### config.mk
export PLATFORM = sky130hd
export DESIGN_NAME = nvm_serial_writer
export DESIGN_NICKNAME = d
export VERILOG_FILES = /design/src/rtl/nvm_serial_writer.sv
export SDC_FILE = /design/constraint.sdc
export NUM_CORES = 1
export LEC_CHECK = 0
export CAP_MARGIN = 20
export CORE_MARGIN = 2
export CORE_UTILIZATION = 34
export CTS_CLUSTER_DIAMETER = 200
export DETAILED_ROUTE_END_ITERATION = 10
export GPL_TIMING_DRIVEN = 0
export PLACE_DENSITY = 0.55
export SLEW_MARGIN = 25
export SYNTH_ARGS = -nofsm -noshare
export SYNTH_HDL_FRONTEND = slang
export SYNTH_SLANG_ARGS = --single-unit
export TNS_END_PERCENT = 30
### constraint.sdc
create_clock -name clk -period 1.45 [get_ports clk]
set_input_delay 0.29 -clock clk [delete_from_list [all_inputs] [get_ports clk]]
set_output_delay 0.29 -clock clk [all_outputs]
set_load 0.01 [all_outputs]
### src/rtl/nvm_serial_writer.sv
// nvm_serial_writer: MSB-first serial bit stream to NVM byte writes through a one-entry valid/ready holding register
// Ports: clk, clr (sync active-high reset) | write, Data_in (framed serial input) | Address_in (target address)
//        nvm_ready (sink ready) | nvm_we, nvm_addr, nvm_data (held write) | busy (shift or hold pending) | overrun (sticky drop)
// Macro NVM_ADDR_AUTOINC_EN: address sampled at frame start and post-incremented per byte; otherwise Address_in sampled per byte.
module nvm_serial_writer #(
  parameter int DATA_W = 8,
  parameter int ADDR_W = 5
) (
  input  logic              clk,
  input  logic              clr,
  input  logic              write,
  input  logic              Data_in,
  input  logic [ADDR_W-1:0] Address_in,
  input  logic              nvm_ready,
  output logic              nvm_we,
  output logic [ADDR_W-1:0] nvm_addr,
  output logic [DATA_W-1:0] nvm_data,
  output logic              busy,
  output logic              overrun
);
  localparam int CNT_W = $clog2(DATA_W);
  typedef enum logic {S_idle, S_Shift} state_t;
  state_t r_state, w_next;
  logic [DATA_W-1:0] r_sipo, r_hold_data, w_byte;
  logic [CNT_W-1:0] r_bit_cnt;
  logic [ADDR_W-1:0] r_hold_addr, w_load_addr;
  logic r_hold_v, r_overrun, w_start, w_done, w_load, w_drain;
`ifdef NVM_ADDR_AUTOINC_EN
  logic [ADDR_W-1:0] r_addr_ptr;
  always_ff @(posedge clk)
    if (clr) r_addr_ptr <= '0;
    else if (w_start) r_addr_ptr <= Address_in;
    else if (w_done) r_addr_ptr <= r_addr_ptr + 1'b1;
  assign w_load_addr = r_addr_ptr;
`else
  assign w_load_addr = Address_in;
`endif
  always_comb begin
    w_next  = write ? S_Shift : S_idle;
    w_start = write && r_state == S_idle;
    w_done  = write && r_state == S_Shift && r_bit_cnt == CNT_W'(DATA_W-1);
    w_byte  = {r_sipo[DATA_W-2:0], Data_in};
    w_drain = r_hold_v && nvm_ready;
    // a drain on the same edge frees the slot, so the new byte loads with no gap
    w_load  = w_done && (!r_hold_v || nvm_ready);
  end
  always_ff @(posedge clk)
    if (clr) begin
      r_state     <= S_idle;
      r_sipo      <= '0;
      r_bit_cnt   <= '0;
      r_hold_v    <= 1'b0;
      r_hold_addr <= '0;
      r_hold_data <= '0;
      r_overrun   <= 1'b0;
    end else begin
      r_state   <= w_next;
      r_sipo    <= write ? w_byte : '0;
      r_bit_cnt <= !write ? '0 : w_start ? CNT_W'(1) : w_done ? '0 : r_bit_cnt + 1'b1;
      r_overrun <= w_start ? 1'b0 : (w_done && !w_load) ? 1'b1 : r_overrun;
      if (w_load) begin
        r_hold_v    <= 1'b1;
        r_hold_addr <= w_load_addr;
        r_hold_data <= w_byte;
      end else if (w_drain) r_hold_v <= 1'b0;
    end
  assign nvm_we   = r_hold_v;
  assign nvm_addr = r_hold_addr;
  assign nvm_data = r_hold_data;
  assign busy     = r_state != S_idle || r_hold_v;
  assign overrun  = r_overrun;
endmodule
==> results.toml <==
[final_layout]
layout.cells.non_filler = 155
diodes = 0
layout-drive-gt1-share_pct = 14.5
finished_core_util_pct = 48.8
final_nets = 137
syn_to_final_growth_pct = 33.9

[logic_synthesis]
synth.area.top_cells = "sky130_fd_sc_hd__dfxtp_1, sky130_fd_sc_hd__nand2b_1, sky130_fd_sc_hd__mux2i_1, sky130_fd_sc_hd__and2_1, sky130_fd_sc_hd__ha_1"
async_reset_ff_share_pct = 0
syn_avg_cell_area_um2 = 11.0
synthCells = 93
synth.yosys.seq_area_share_pct = 50.9
synth_common_cells = "sky130_fd_sc_hd__dfxtp_1, sky130_fd_sc_hd__nand2b_1, sky130_fd_sc_hd__mux2i_1, sky130_fd_sc_hd__and2_1"
synth_fp_nets = 105
synth-edff-count = 0
netlist_area_mm2 = 0.00102
synth_largest_type_area_fraction_pct = 50.9
synth.lib_cells_used.distinct = 19
yosys_most_used_dff = "sky130_fd_sc_hd__dfxtp_1"
synth.largest_area_cell = "sky130_fd_sc_hd__dfxtp_1"
yosysWarnings = 0
ys_ff_latch = 26

[critical_path]
timing.critical_path.slowest_stage_cell = "sky130_fd_sc_hd__dfxtp_4"
cp_num_buf_inv = 1
timing.critical_path.slowest_cell_delay_ns = 0.38
sequence_of_cells_on_the_critical_path = "or2_2 -> clkbuf_2"
crit_path_max_fanout = 6
critical_path_class = "register to primary output"
timing.critical_path.from_type = "register"
worstPathArrival_ns = 1.09
critical_path.top_delay_family = "flip-flops"
cp_data_required_time_ns = 1.16
cp-end-kind = "primary output"

[routing]
routed_wl_um = 1800
route.detailed.wl_per_inst_um = 11.6
wl_met3_um = 67
num_vias = 686
viasPerCell = 4.43
detail-route-antenna-nets = 0
drt-pass1-iter-count = 7
dr.first_iter.drc_count = 11
route.top_layer_used = "met4"
m1WireLength_um = 849
route.met2.wl_um = 867
dr_drc_count = 1

[floorplan]
io_pins = 26
placeableCoreArea_mm2 = 0.00281
fp-row-count = 19
die_h_um = 58.8
initial_utilization_pct = 36.4
die-area_mm2 = 0.00346
die_x_um = 58.8

[placement]
last_weighted_congestion_value_of_the_routability_driven_placer = 0.669
port_buffers = 25
place.detailed.instances = 149
hpwlAfterDp_um = 1270

[sta]
layout_min_cycle_time_ns = 1.38
hold_viol_final = 0
layout_worst_path_cycle_share_pct = 94.9
max-slew-margin-rel_pct = 74.2
worst_clock_skew_ns = 0.00590
timing_max_transition_violations_final = 0
worst-slew-pin-transition_ns = 0.387
unrepaired_setup_endpoints_after_global_routing = "no"
final_setup_violations = 0
fmax_ghz = 0.727

[clock_network]
clkTransAtPathRegs_ns = 0.13
cts_num_sinks = 26
insertion_delay_ns = 0.32
cts_tree = "done"
tritoncts.num_buffers = 3
cts-root-buf = "sky130_fd_sc_hd__clkbuf_4"
cts.path.max_buffers = 2
cts_hold_repair.buffers = 0
cts_htree_levels = 1

[power]
vdd_drop_max_mv = 0.340
power_leakage_nw = 0.560
power_density_mw_per_mm2 = 846
power.total_mw = 1.16

[global_route]
antenna_violations_before_repair = 0
globalRoute.totalOverflow = 0
track_usage_pct = 11.8
grt_first_pass_wirelength_um = 3080
via_count_of_the_first_global_routing_pass = 674
maximum_number_of_pins_on_one_net_before_global_route_repair = 15

[outcome]
status = "finished with violations"
violated_checks = "DRC"

[job]
maxCapViolCount = 0

[hold_path]
min-delay-path-class = "register to register"
[area by class of cell]
class	count	area, um2
Buffer	5	37.5
Tap cell	31	38.8
Fill cell	289	1440
Sequential cell	26	526
Timing Repair Buffer	27	241
Clock buffer	4	36.3
Multi-Input combinational cell	62	489
[power breakdown]
group / total (mW) / switching [mW] / internal, mW
combinational: 0.0701 / 0.0253 / 0.0448
sequential: 0.724 / 0.00443 / 0.719
clock: 0.365 / 0.211 / 0.153
[final timing paths]
kind / endpoint / from / cells after the start / slack (ns)
max reg2reg: nvm_data[4] / r_bit_cnt[1] / 6 / 0.13
min: nvm_data[7] / r_sipo[6] / 2 / 0.47
max: busy / r_state / 2 / 0.07
min reg2reg: nvm_data[7] / r_sipo[6] / 2 / 0.47
[repair_timing]
item	CTS	global route
setup endpoints to repair	26	11
pin swaps	0	1
resized for setup	19	6
cloned	0	0
setup buffers	0	2
[metal layers]
metal / vias up / global-route usage (%)
met4: 0 / 5.84
li1: 361 / -
met3: 2 / 2.20
met5: - / 0
met2: 10 / 18.3
met1: 313 / 15.7
[stage by stage]
stage | cell area (um2) | hold WS (ns) | TNS (ns) | worst slack, ns
floorplan | 1020 | 0.412 | 0 | 0.149
CTS | 1340 | 0.471 | -0.0887 | -0.0887
global placement | 1310 | 0.437 | -3.02 | -0.224
finish | 1370 | 0.467 | 0 | 0.0742
detailed placement | 1310 | 0.444 | -3.07 | -0.226
global route | 1370 | 0.492 | 0 | 0.000903
[state kept, by name (all words and copies together) (netlist names)]
signal / cells
r_state: 1
overrun: 1
r_sipo: 7
nvm_data: 8
nvm_addr: 5
nvm_we: 1
r_bit_cnt: 3
[tightest hold or removal path, stage by stage (launching register included)]
cell	delay [ns]
sky130_fd_sc_hd__dfxtp_1	0.32
sky130_fd_sc_hd__nand2b_1	0.06
sky130_fd_sc_hd__mux2i_1	0.06
[cell usage in the layout, fill, tap and decap left out, drive strengths merged, types with 2 or more instances in the layout]
master / n
and2: 8
and4b: 2
buf: 5
clkbuf: 7
clkdlybuf4s50: 9
dfxtp: 26
dlygate4sd2: 15
ha: 2
mux2i: 13
nand2b: 26
nor2: 2
nor2b: 3
[cells by family after synthesis]
group,after synthesis,synth area share (%)
AOI/OAI and AO/OA,2,1.10
adders and majority gates,2,2.45
buffers and inverters,5,3.67
DFF,26,50.9
muxes,13,12.7
and+or+nand+nor,45,29.1
(Power assumes the default switching activity.)
